===== config.mk =====
export PLATFORM = sky130hd
export DESIGN_NAME = cd_fifo_ctrl
export DESIGN_NICKNAME = d
export VERILOG_FILES = /design/src/rtl/cd_fifo_obuf.sv /design/src/rtl/cd_fifo_ctrl.sv
export SDC_FILE = /design/constraint.sdc
export NUM_CORES = 1
export LEC_CHECK = 0
export ABC_AREA = 0
export BUFFER_PORTS_ARGS = -buffer_cell sky130_fd_sc_hd__buf_2
export CAP_MARGIN = 20
export CORE_UTILIZATION = 49
export CTS_CLUSTER_DIAMETER = 200
export DETAILED_ROUTE_END_ITERATION = 6
export PLACE_DENSITY = 0.88
export RECOVER_POWER = 100
export SLEW_MARGIN = 30
export SYNTH_ARGS = -nofsm -noshare
export SYNTH_HDL_FRONTEND = slang
export SYNTH_SLANG_ARGS = --single-unit

===== constraint.sdc =====
create_clock -name clk -period 3.54 [get_ports clk]
set_clock_uncertainty 0.05 [all_clocks]
set_input_delay 0.177 -clock clk [delete_from_list [all_inputs] [get_ports clk]]
set_output_delay 0.177 -clock clk [all_outputs]
set_load 0.1 [all_outputs]

===== src/rtl/cd_fifo_obuf.sv =====
// cd_fifo_obuf: 2-entry show-ahead output buffer (head + skid) behind the RAM read port
//   clk, reset_n     : clock, asynchronous active-low reset
//   clear            : synchronous flush, discards any word being loaded
//   load, load_data  : word returning from the RAM this cycle
//   pop              : consumer removes head (caller guarantees occ != 0)
//   head, occ        : head word and number of held words (0..2)
module cd_fifo_obuf #(
    parameter D_WIDTH = 8
) (
    input  logic               clk,
    input  logic               reset_n,
    input  logic               clear,
    input  logic               load,
    input  logic [D_WIDTH-1:0] load_data,
    input  logic               pop,
    output logic [D_WIDTH-1:0] head,
    output logic [1:0]         occ
);
    logic [D_WIDTH-1:0] skid;
    logic [1:0]         base;
    // occupancy after this cycle's pop; the loaded word lands in the first free slot
    assign base = occ - {1'b0, pop};
    always_ff @(posedge clk or negedge reset_n) begin
        if (!reset_n) begin
            occ  <= '0;
            head <= '0;
            skid <= '0;
        end else if (clear) begin
            occ <= '0;
        end else begin
            occ  <= base + {1'b0, load};
            head <= (load && base == 2'd0) ? load_data : (pop && occ == 2'd2) ? skid : head;
            if (load && base == 2'd1) skid <= load_data;
        end
    end
endmodule


===== src/rtl/cd_fifo_ctrl.sv =====
// cd_fifo_ctrl: synchronous FIFO controller driving an external 1-cycle-latency SDP RAM
//   clk, reset_n              : clock, asynchronous active-low reset
//   clear                     : synchronous flush
//   in_data/in_valid/in_ready : write stream
//   out_data/out_valid/out_ready : show-ahead read stream
//   count, full, empty        : total words held, RAM region full, nothing held
//   ram_cen/ram_wen           : RAM chip/write enables, active low
//   ram_ra/ram_rd             : RAM read address / data (data one cycle after issue)
//   ram_wa/ram_wd             : RAM write address / data
module cd_fifo_ctrl #(
    parameter A_WIDTH = 8,
    parameter D_WIDTH = 8
) (
    input  logic               clk,
    input  logic               reset_n,
    input  logic               clear,
    input  logic [D_WIDTH-1:0] in_data,
    input  logic               in_valid,
    output logic               in_ready,
    output logic [D_WIDTH-1:0] out_data,
    output logic               out_valid,
    input  logic               out_ready,
    output logic [A_WIDTH+1:0] count,
    output logic               full,
    output logic               empty,
    output logic               ram_cen,
    output logic [A_WIDTH-1:0] ram_ra,
    input  logic [D_WIDTH-1:0] ram_rd,
    output logic [A_WIDTH-1:0] ram_wa,
    output logic [D_WIDTH-1:0] ram_wd,
    output logic               ram_wen
);
    localparam int DEPTH = 2 ** A_WIDTH;
    localparam int PTR_W = A_WIDTH + 1;
    localparam int CNT_W = A_WIDTH + 2;
    logic [PTR_W-1:0] wr_ptr, rd_ptr, ram_cnt;
    logic             inflight, push, pop, rd_en;
    logic [1:0]       occ;
    // extra pointer MSB separates full from empty
    assign ram_cnt   = wr_ptr - rd_ptr;
    assign full      = ram_cnt == PTR_W'(DEPTH);
    assign in_ready  = !full && !clear;
    assign push      = in_valid && in_ready;
    assign out_valid = occ != 2'd0;
    assign pop       = out_valid && out_ready;
    // issue a read only if the buffer can take the word when it returns
    assign rd_en     = ram_cnt != '0 && !clear && ({1'b0, occ} + {2'b0, inflight} < 3'd2 + {2'b0, pop});
    assign empty     = count == '0;
    assign ram_cen   = !(push || rd_en);
    assign ram_wen   = !push;
    assign ram_wa    = wr_ptr[A_WIDTH-1:0];
    assign ram_wd    = in_data;
    assign ram_ra    = rd_ptr[A_WIDTH-1:0];
    always_ff @(posedge clk or negedge reset_n) begin
        if (!reset_n) begin
            wr_ptr   <= '0;
            rd_ptr   <= '0;
            inflight <= 1'b0;
            count    <= '0;
        end else if (clear) begin
            wr_ptr   <= '0;
            rd_ptr   <= '0;
            inflight <= 1'b0;
            count    <= '0;
        end else begin
            wr_ptr   <= wr_ptr + PTR_W'(push);
            rd_ptr   <= rd_ptr + PTR_W'(rd_en);
            inflight <= rd_en;
            count    <= count + CNT_W'(push) - CNT_W'(pop);
        end
    end
    cd_fifo_obuf #(.D_WIDTH(D_WIDTH)) u_obuf (
        .clk      (clk),
        .reset_n  (reset_n),
        .clear    (clear),
        .load     (inflight),
        .load_data(ram_rd),
        .pop      (pop),
        .head     (out_data),
        .occ      (occ)
    );
endmodule

# [Word-level counts from Yosys, hierarchy flattened]
# Index checks and enable logic that the tools add are counted.
[word_totals] reg_bits=47 input_bits=21 output_inout_bits=48 word_cells=48
[classes] add_sub_neg=9 n_lt_le_gt_ge=1 n_eq_ne=3 muxes=7 bitwise_logic=1 n_reduce_logical=20
[op_table] cell="adder 9 x 1 -> 9 bit" count=2
[op_table] cell="two-way mux 9 bit" count=2
[op_table] cell="two-way mux 8 bit" count=2
[op_table] cell="adder 10 x 1 -> 10 bit" count=1
[op_table] cell="logical NOT 10 bit" count=1
[op_table] cell="two-way mux 10 bit" count=1
[op_table] cell="subtractor 10 x 1 -> 10 bit" count=1
[op_table] cell="== test 9 bit (second input constant)" count=1
[op_table] cell="nonzero test 9 bit" count=1
[op_table] cell="subtractor 9 bit" count=1
[op_table] cell="logical AND 1 bit" count=8
[op_table] cell="logical NOT 1 bit" count=4
[op_table] cell="AND reduction 2 bit" count=2
[op_table] cell="nonzero test 2 bit" count=2
[op_table] cell="adder 2 x 1 -> 3 bit" count=1
[op_table] cell="adder 2 x 1 -> 3 bit (first input constant)" count=1
[op_table] cell="< comparator 3 bit" count=1
[op_table] cell="adder 2 x 1 -> 2 bit" count=1
[op_table] cell="== test 2 x 1 -> 1 bit (second input constant)" count=1
[op_table] cell="== test 2 bit (second input constant)" count=1
[op_table] cell="logical NOT 2 bit" count=1
[op_table] cell="two-way mux 2 bit" count=1
[op_table] cell="subtractor 2 x 1 -> 2 bit" count=1
[op_table] cell="logical OR 1 bit" count=1
[op_table] cell="2 further kinds" count=2

# [Longest topological paths before layout]
# Gate-level depths: netlist of run 1.
[depth] depth_word=8 ltp_mapped=20 depth_no_buf=20

# [By module]
# A second synthesis of run 1 with hierarchy kept.
[hier_totals] hier_cells=316 area_unflattened_um2=3105.5
[modules_own_cells] mod="cd_fifo_ctrl" n_inst=1 cells_per_inst=250 area_per_inst_um2=2280.9 seq_area_each_um2=725.7
[modules_own_cells] mod="cd_fifo_obuf" n_inst=1 cells_per_inst=66 area_per_inst_um2=824.5 seq_area_each_um2=450.4

# [Worst setup path before layout of run 1]
# No wires, ideal clock.
[synth_path] path_type="register -> register" startpoint="register rd_ptr[3]" endpoint="register count[8]" setup_time_ns=0.132 t_arrival_ns=4.971 required_time_ns=3.358 slack_ns=-1.613 path_stages_with_launch=21 path_buffers=0 period_less_slack_ns=5.153 cell_sequence="dfrtp_1 -> inv_1 -> ha_1 -> a21oi_2 -> nor3b_1 -> a21o_2 -> o211ai_4 -> a2111oi_4 -> nor3_2 -> inv_2 -> ha_1 -> inv_1 -> ha_1 -> fa_1 -> a21oi_1 -> o21bai_1 -> a21oi_1 -> nor2_1 -> o41ai_1 -> xnor2_1 -> nor2_1"
[synth_via] elab_chain_cells=8
[synth_rtl] item="start: declaration" line="cd_fifo_ctrl.sv:36" rtl="logic [PTR_W-1:0] wr_ptr, rd_ptr, ram_cnt;"
[synth_rtl] item="start signal: assignment" line="cd_fifo_ctrl.sv:67" rtl="rd_ptr <= rd_ptr + PTR_W'(rd_en);"
[synth_rtl] item="subtractor 9 bit" line="cd_fifo_ctrl.sv:40" rtl="assign ram_cnt = wr_ptr - rd_ptr;"
[synth_rtl] item="== test 9 bit" line="cd_fifo_ctrl.sv:41" rtl="assign full = ram_cnt == PTR_W'(DEPTH);"
[synth_rtl] item="via full" line="cd_fifo_ctrl.sv:24" rtl="output logic full,"
[synth_rtl] item="logical NOT 1 bit" line="cd_fifo_ctrl.sv:42" rtl="assign in_ready = !full && !clear;"
[synth_rtl] item="logical AND 1 bit" line="cd_fifo_ctrl.sv:42"
[synth_rtl] item="logical AND 1 bit" line="cd_fifo_ctrl.sv:43" rtl="assign push = in_valid && in_ready;"
[synth_rtl] item="adder 10 x 1 -> 10 bit" line="cd_fifo_ctrl.sv:69" rtl="count <= count + CNT_W'(push) - CNT_W'(pop);"
[synth_rtl] item="subtractor 10 x 1 -> 10 bit" line="cd_fifo_ctrl.sv:69"
[synth_rtl] item="two-way mux 10 bit" line="cd_fifo_ctrl.sv:60" rtl="end else if (clear) begin"
[synth_rtl] item="end signal: assignment" line="cd_fifo_ctrl.sv:69"
[synth_rtl] item="end: declaration" line="cd_fifo_ctrl.sv:23" rtl="output logic [A_WIDTH+1:0] count,"
# The timed path passes the listed nets, and every way through them passes these cells.
# A chain may end at the register's enable or synchronous reset.

# [Worst setup path after layout of run 1]
[layout_path] startpoint="register rd_ptr[1]" endpoint="register count[9]"
[layout_via] elab_chain_cells=8
[layout_rtl] item="subtractor 9 bit" line="cd_fifo_ctrl.sv:40"
[layout_rtl] item="== test 9 bit" line="cd_fifo_ctrl.sv:41"
[layout_rtl] item="logical NOT 1 bit" line="cd_fifo_ctrl.sv:42"
[layout_rtl] item="logical AND 1 bit" line="cd_fifo_ctrl.sv:42"
[layout_rtl] item="logical AND 1 bit" line="cd_fifo_ctrl.sv:43"
[layout_rtl] item="adder 10 x 1 -> 10 bit" line="cd_fifo_ctrl.sv:69"
[layout_rtl] item="subtractor 10 x 1 -> 10 bit" line="cd_fifo_ctrl.sv:69"
[layout_rtl] item="two-way mux 10 bit" line="cd_fifo_ctrl.sv:60"
# No other way between the ends.

==> load_flow_metrics.sql, run 1 <==
INSERT INTO impl_metrics (metric_group, metric, value, unit) VALUES
('synthesis', 'synth_cell_types', '47', ''),
('timing', 'report.final.slew_viol_count', '48', ''),
('final_layout', 'drive_above_1_share', '29.87', '%'),
('route', 'detail-route-antenna-nets', '0', ''),
('clock_network', 'tritoncts', 'yes', ''),
('outcome', 'failed_checks', 'max-capacitance violations, max-slew violations, negative setup slack', ''),
('final_layout', 'multi_input_comb_area', '1765', 'µm²'),
('placed_design', 'post_dp_cell_area', '3587', 'µm²'),
('timing', 'worst-slew-pin-transition', '2552', 'ps'),
('final_layout', 'final_common_cell', 'sky130_fd_sc_hd__buf_4', ''),
('clock_network', 'cts_buffer_depth', '2', ''),
('placed_design', 'globalplace.congestion', '0.8920', ''),
('final_layout', 'areaGrowthSynthToFinish', '25.81', '%'),
('synthesis', 'postSynthAreaPerCell', '9.790', 'µm²'),
('min_path', 'hold_path_class', 'primary input to flip-flop', ''),
('floorplan', 'core_ar', '5991', 'µm²'),
('synthesis', 'synth_edf_count', '0', ''),
('synthesis', 'compound_gate_portion_of_the_synthesized_area', '12.58', '%'),
('timing', 'setup_viol', '6', ''),
('floorplan', 'die_area', '6574', 'µm²'),
('global_route', 'wire_length_of_the_first_global_routing_pass', '11.36', 'mm'),
('route', 'detailedRoute.firstIterationViolations', '68', ''),
('synthesis', 'synth_top_family_by_area', 'simple AND/OR/NAND/NOR gates', ''),
('placed_design', 'portBuffers', '52', ''),
('global_route', 'antenna_found_initial', '0', ''),
('clock_network', 'clkLatencyLatePin', '300', 'ps'),
('floorplan', 'core.rowCount', '28', ''),
('floorplan', 'die_width', '81.08', 'µm'),
('setup_path', 'timing_worst_setup_path_type', 'flip-flop to flip-flop', ''),
('global_route', 'grt_start_max_net_pins', '48', ''),
('clock_network', 'h-tree-depth', '2', ''),
('timing', 'max_slew_headroom_at_the_worst_pin', '-70.12', '%'),
('final_layout', 'antenna_cells', '0', ''),
('synthesis', 'synth-async-reset-ratio', '100.0', '%'),
('clock_network', 'cts_made_buffers', '5', ''),
('setup_path', 'timing.critical_path.required', '3670', 'ps'),
('route', 'detail_route.vias_per_cell', '5.264', ''),
('timing', 'timing.fmax', '0.2591', 'GHz'),
('outcome', 'outcome', 'complete, but fails checks', ''),
('placed_design', 'hpwlAfterDp', '4.867', 'mm'),
('global_route', 'first_global_vias', '2496', ''),
('timing', 'final_critical_path_setup_slack', '-319.4', 'ps'),
('floorplan', 'fp.dieH', '81.08', 'µm'),
('synthesis', 'ys_seq_elements', '47', ''),
('floorplan', 'floorplan.initialDensity', '51.15', '%'),
('route', 'routed_wirelength_normalized_by_instance_count', '14.76', 'µm'),
('final_layout', 'area.sequential', '1176', 'µm²'),
('timing', 'period_share', '109.0', '%'),
('synthesis', 'yosys-mux-area-fraction', '5.553', '%'),
('clock_network', 'clkSlewWorstSetupHoldPaths', '100', 'ps'),
('setup_path', 'critical_path_peak_fanout', '2', ''),
('floorplan', 'io_pins', '69', ''),
('placed_design', 'pre_cts_slack', '-301.0', 'ps'),
('timing', 'timing.final.hold_violations', '0', ''),
('synthesis', 'synthesis.area', '3064', 'µm²'),
('synthesis', 'yosys_warnings', '0', ''),
('setup_path', 'critical_path_sink_type', 'flip-flop', ''),
('synthesis', 'netlist_instances', '313', ''),
('route', 'detailedRoute.firstPassIterationCount', '4', ''),
('route', 'wirelength', '6.937', 'mm'),
('route', 'drcViolationCount', '0', ''),
('synthesis', 'synth-seq-area-share', '38.38', '%'),
('synthesis', 'synth-simple-area-share', '14.17', '%'),
('route', 'count_of_vias_placed_by_the_detailed_router', '2474', ''),
('setup_path', 'worst_ep_arrival_time', '3990', 'ps'),
('final_layout', 'finish.instance_area', '3855', 'µm²'),
('final_layout', 'final.fill_count', '487', ''),
('timing', 'period_needed', '3859', 'ps'),
('synthesis', 'mappedNetlistNets', '365', ''),
('job', 'number_of_violations_of_the_max_capacitance_limit', '1', ''),
('synthesis', 'ys_dominant_reg_cell', 'sky130_fd_sc_hd__dfrtp_1', ''),
('setup_path', 'critPathLaunchType', 'flip-flop', ''),
('synthesis', 'synth_adder_area_share', '12.90', '%'),
('clock_network', 'cts_root_buffer', 'sky130_fd_sc_hd__clkbuf_8', ''),
('final_layout', 'mostFrequentLayoutCells', '51 x sky130_fd_sc_hd__buf_4, 47 x sky130_fd_sc_hd__dfrtp_1, 37 x sky130_fd_sc_hd__clkbuf_1', ''),
('final_layout', 'layout.nets', '446', ''),
('synthesis', 'synth-xor-area-share', '6.288', '%'),
('global_route', 'grtUsageTotal', '22.74', '%'),
('global_route', 'globalRouteOverflowTotal', '0', ''),
('clock_network', 'cts_num_sinks', '47', ''),
('timing', 'grt_setup_unrepaired', 'yes', '');
Yosys cell counts, types with 8 or more instances:
master	instances	area, µm²
sky130_fd_sc_hd__buf_4	24	180.2
sky130_fd_sc_hd__nand3_1	11	55.05
sky130_fd_sc_hd__ha_1	30	375.4
sky130_fd_sc_hd__dfrtp_1	47	1176
sky130_fd_sc_hd__mux2i_1	8	80.08
sky130_fd_sc_hd__nor2b_1	9	56.30
sky130_fd_sc_hd__inv_1	27	101.4
sky130_fd_sc_hd__xor2_1	9	78.83
sky130_fd_sc_hd__nor2_1	36	135.1
sky130_fd_sc_hd__xnor2_1	13	113.9
sky130_fd_sc_hd__a21oi_1	20	100.1
sky130_fd_sc_hd__mux2_2	8	90.09
sky130_fd_sc_hd__o21ai_0	9	45.04
timing repair:
item	CTS	global route
pin swaps	9	9
gates resized for setup	14	6
hold endpoints to repair	47	0
hold buffers	1	0
setup endpoints to repair	4	19
setup buffers	15	2
registers in the layout, summed over array words and instances (netlist names):
register,cells
wr_ptr,9
count,10
rd_ptr,9
inflight,1
u_obuf.occ,2
u_obuf.skid,8
u_obuf.head,8
final timing paths:
check | startpoint | to | depth (start not counted) | slack [ps]
setup / recovery | rd_ptr[1] | count[9] | 20 | -320
hold / removal | ram_rd[0] | u_obuf.skid[0] | 2 | 60
setup reg to reg | rd_ptr[1] | count[9] | 20 | -320
hold reg to reg | u_obuf.skid[0] | u_obuf.skid[0] | 1 | 470
max in group asynchronous | reset_n | inflight | 2 | 830
min in group asynchronous | reset_n | u_obuf.skid[5] | 2 | 1150
critical path, stage by stage (launching register included):
cell and delay (ps):
sky130_fd_sc_hd__dfrtp_1 360, sky130_fd_sc_hd__inv_1 50, sky130_fd_sc_hd__ha_1 300, sky130_fd_sc_hd__nor2b_4 130, sky130_fd_sc_hd__o21ai_0 240, sky130_fd_sc_hd__and3_1 190
sky130_fd_sc_hd__o21ai_0 90, sky130_fd_sc_hd__buf_4 160, sky130_fd_sc_hd__a2111oi_4 310, sky130_fd_sc_hd__nor3_2 100, sky130_fd_sc_hd__bufinv_8 190, sky130_fd_sc_hd__ha_4 110
sky130_fd_sc_hd__inv_2 50, sky130_fd_sc_hd__ha_4 250, sky130_fd_sc_hd__a21o_1 120, sky130_fd_sc_hd__a21oi_2 60, sky130_fd_sc_hd__o21bai_1 320, sky130_fd_sc_hd__a2111oi_4 140
sky130_fd_sc_hd__o41ai_2 280, sky130_fd_sc_hd__xor2_1 180, sky130_fd_sc_hd__nor2_1 60
layer usage:
metal  GRT usage (%)  vias up  share of wire, %
met5               0        -                 0
met4           6.964        0               2.1
li1                -     1202                 -
met1           27.83     1196                44
met2           40.59       65                50
met3           3.820       11               4.0
per-stage QoR:
step	instances	utilization, %	TNS (ps)	hold WS (ps)
finish	470	64.35	-1344	63.82
global route	470	64.35	-3445	61.97
CTS	473	65.00	-1216	56.74
detailed placement	449	59.88	-1035	182.2
global placement	449	59.84	-525.1	304.7
floorplan	313	-	-9253	-168.6
layout make-up:
| cell class | instances | share of cell area (%) |
|---|---|---|
| Timing Repair Buffer | 104 | 15.74 |
| Clock buffer | 5 | 1.785 |
| Multi-Input combinational cell | 208 | 45.80 |
| Inverter | 28 | 3.083 |
| Tap cell | 75 | 2.434 |
| Sequential cell | 47 | 30.51 |
| Clock inverter | 3 | 0.6491 |
kinds of logic (layout without fill, tap and decap cells):
family,count (synthesis),after routing
AO/OA/AOI/OAI,54,54
XOR/XNOR,22,22
adder cells (fa/ha/maj),31,31
buffers and inverters,58,140
flip-flops,47,47
multiplexers,16,16
AND/OR/NAND/NOR,85,85
Power of run 1 is left out: the tool's default activity adds up to more than one toggle a clock period on the data nets, which glitch-free logic cannot reach.
==> inputs of run 2 (changes only) <==
BUFFER_PORTS_ARGS = -buffer_cell sky130_fd_sc_hd__clkbuf_2   (was -buffer_cell sky130_fd_sc_hd__buf_2)
CORE_ASPECT_RATIO = 2   (was unset)
CTS_CLUSTER_SIZE = 28   (was unset)
==> run 2 against run 1 <==
Against the previous run: the run ends with design-rule violations, max-capacitance violations, max-slew violations, negative setup slack left; worst hold slack improved by 21 ps; maximum frequency fell by 2.9%; non-clock buffer count rose by 5; die area increased by 0.29%; setup slack got worse by 110 ps; utilization rose by 1.1 points; sequential share of layout area shrank 0.60 points; largest cell class unchanged.
==> load_flow_metrics.sql, run 2 (synthesis results as in run 1) <==
INSERT INTO impl_metrics (metric_group, metric, value, unit) VALUES
('route', 'detail-route-antenna-nets', '0', ''),
('final_layout', 'top_flop_regs', 'count: 10 flops, rd_ptr: 9 flops, wr_ptr: 9 flops', ''),
('outcome', 'outcome', 'complete, but fails checks', ''),
('placed_design', 'hpwlAfterDp', '5.330', 'mm'),
('route', 'detail_route.vias_per_cell', '5.505', ''),
('floorplan', 'core.rowCount', '40', ''),
('floorplan', 'io_pins', '69', ''),
('setup_path', 'worst_ep_arrival_time', '4090', 'ps'),
('final_layout', 'areaGrowthSynthToFinish', '28.34', '%'),
('global_route', 'grtUsageTotal', '24.26', '%'),
('global_route', 'antenna_found_initial', '0', ''),
('route', 'detailedRoute.firstPassIterationCount', '6', ''),
('floorplan', 'die_area', '6593', 'µm²'),
('setup_path', 'critPathLaunchType', 'flip-flop', ''),
('setup_path', 'setup.worst_path.start', 'rd_ptr[1]', ''),
('placed_design', 'globalplace.congestion', '0.9820', ''),
('timing', 'final_critical_path_setup_slack', '-433.8', 'ps'),
('floorplan', 'core_ar', '6006', 'µm²'),
('clock_network', 'clkSlewWorstSetupHoldPaths', '70', 'ps'),
('timing', 'report.final.slew_viol_count', '48', ''),
('timing', 'period_share', '112.3', '%'),
('final_layout', 'largest_reg_flops', '10', ''),
('final_layout', 'layout.nets', '451', ''),
('timing', 'timing.final.hold_violations', '0', ''),
('floorplan', 'fp.dieH', '113.8', 'µm'),
('timing', 'final.hold.worst_slack', '84.49', 'ps'),
('clock_network', 'clkLatencyLatePin', '290', 'ps'),
('timing', 'timing.fmax', '0.2516', 'GHz'),
('route', 'drcViolationCount', '9', ''),
('setup_path', 'rr_startpoint', 'rd_ptr[1]', ''),
('clock_network', 'cts_num_sinks', '47', ''),
('final_layout', 'mostFrequentLayoutCells', '55 x sky130_fd_sc_hd__buf_4, 47 x sky130_fd_sc_hd__dfrtp_1, 38 x sky130_fd_sc_hd__clkbuf_1', ''),
('setup_path', 'timing_worst_setup_path_type', 'flip-flop to flip-flop', ''),
('clock_network', 'cts_buffer_depth', '2', ''),
('final_layout', 'final.fill_count', '474', ''),
('route', 'count_of_vias_placed_by_the_detailed_router', '2549', ''),
('floorplan', 'die_width', '57.92', 'µm'),
('timing', 'worst-slew-pin-transition', '2533', 'ps'),
('global_route', 'globalRouteOverflowTotal', '0', ''),
('setup_path', 'critical_path_peak_fanout', '3', ''),
('min_path', 'hp-start', 'ram_rd[1]', ''),
('min_path', 'hold_path_class', 'primary input to flip-flop', ''),
('clock_network', 'tritoncts', 'yes', ''),
('route', 'detailedRoute.firstIterationViolations', '162', ''),
('job', 'number_of_violations_of_the_max_capacitance_limit', '1', ''),
('clock_network', 'h-tree-depth', '2', ''),
('timing', 'grt_setup_unrepaired', 'yes', ''),
('global_route', 'first_global_vias', '2706', ''),
('setup_path', 'timing.critical_path.required', '3660', 'ps'),
('final_layout', 'top_register', 'count', ''),
('placed_design', 'portBuffers', '52', ''),
('global_route', 'grt_start_max_net_pins', '48', ''),
('clock_network', 'cts_made_buffers', '5', ''),
('clock_network', 'cts_root_buffer', 'sky130_fd_sc_hd__clkbuf_16', ''),
('timing', 'period_needed', '3974', 'ps'),
('final_layout', 'final_common_cell', 'sky130_fd_sc_hd__buf_4', ''),
('route', 'wirelength', '7.568', 'mm'),
('outcome', 'failed_checks', 'design-rule violations, max-capacitance violations, max-slew violations, negative setup slack', ''),
('route', 'routed_wirelength_normalized_by_instance_count', '16.35', 'µm'),
('timing', 'setup_viol', '7', ''),
('final_layout', 'drive_above_1_share', '30.50', '%'),
('final_layout', 'antenna_cells', '0', ''),
('floorplan', 'floorplan.initialDensity', '51.02', '%'),
('setup_path', 'critical_path_sink_type', 'flip-flop', ''),
('timing', 'max_slew_headroom_at_the_worst_pin', '-68.90', '%'),
('global_route', 'wire_length_of_the_first_global_routing_pass', '12.21', 'mm');
run 2: layout make-up:
type                       count  area [µm²]  area share, %
clock buffer                   8       156.4          3.977
inverter                      28       121.4          3.086
multi-input combinational    208        1758          44.70
sequential                    47        1176          29.91
tap                           63       78.83          2.004
timing repair buffer         109       641.9          16.32
run 2: worst paths after layout:
check	endpoint	slack, ps	cells after the start
min in group asynchronous	count[9]	1260	3
max	count[8]	-430	20
min	u_obuf.skid[1]	80	2
min reg2reg	u_obuf.skid[7]	460	1
max in group asynchronous	rd_ptr[1]	740	3
max reg2reg	count[8]	-430	20
run 2: per-layer routing:
layer	up-vias	GRT usage, %	wire, µm	share of wire (%)
li1	1212	-	-	-
met3	17	3.968	333	4.4
met4	0	12.06	225	3.0
met1	1241	25.00	2706	36
met2	79	45.29	4303	57
met5	-	0	0	0
run 2: timing repair:
item                                   CTS  global route
endpoints found under the hold margin   47             0
hold buffers                             1             0
gates resized for setup                 12            12
setup buffers                            9             9
setup endpoints to repair                5            10
pin swaps                                8            17
run 2: worst max-delay path, cell delays in order, from the launching register on:
cell	delay [ps]
sky130_fd_sc_hd__dfrtp_1	390
sky130_fd_sc_hd__inv_2	70
sky130_fd_sc_hd__ha_4	200
sky130_fd_sc_hd__nor2b_4	120
sky130_fd_sc_hd__o211ai_1	310
sky130_fd_sc_hd__nand2_1	170
sky130_fd_sc_hd__xnor2_2	290
sky130_fd_sc_hd__a2111oi_4	80
sky130_fd_sc_hd__nor3_2	150
sky130_fd_sc_hd__bufinv_8	210
sky130_fd_sc_hd__ha_4	250
sky130_fd_sc_hd__inv_2	30
sky130_fd_sc_hd__ha_4	150
sky130_fd_sc_hd__fa_2	350
sky130_fd_sc_hd__a21oi_2	140
sky130_fd_sc_hd__o21bai_1	90
sky130_fd_sc_hd__a21oi_1	160
sky130_fd_sc_hd__nor2_1	90
sky130_fd_sc_hd__o41ai_2	290
sky130_fd_sc_hd__xnor2_1	190
sky130_fd_sc_hd__nor2_1	60
run 2: through the flow:
step	util [%]	setup TNS [ps]	instance area (µm²)	setup WS, ps	instances
floorplan	-	-9253	3143	-1219	313
global placement	59.81	-586.4	3592	-199.8	440
detailed placement	59.81	-968.9	3592	-293.3	440
CTS	64.77	-1202	3890	-281.0	458
global route	65.48	-3395	3933	-642.0	463
finish	65.48	-1536	3933	-433.8	463
Power of run 2 is left out for the same reason.
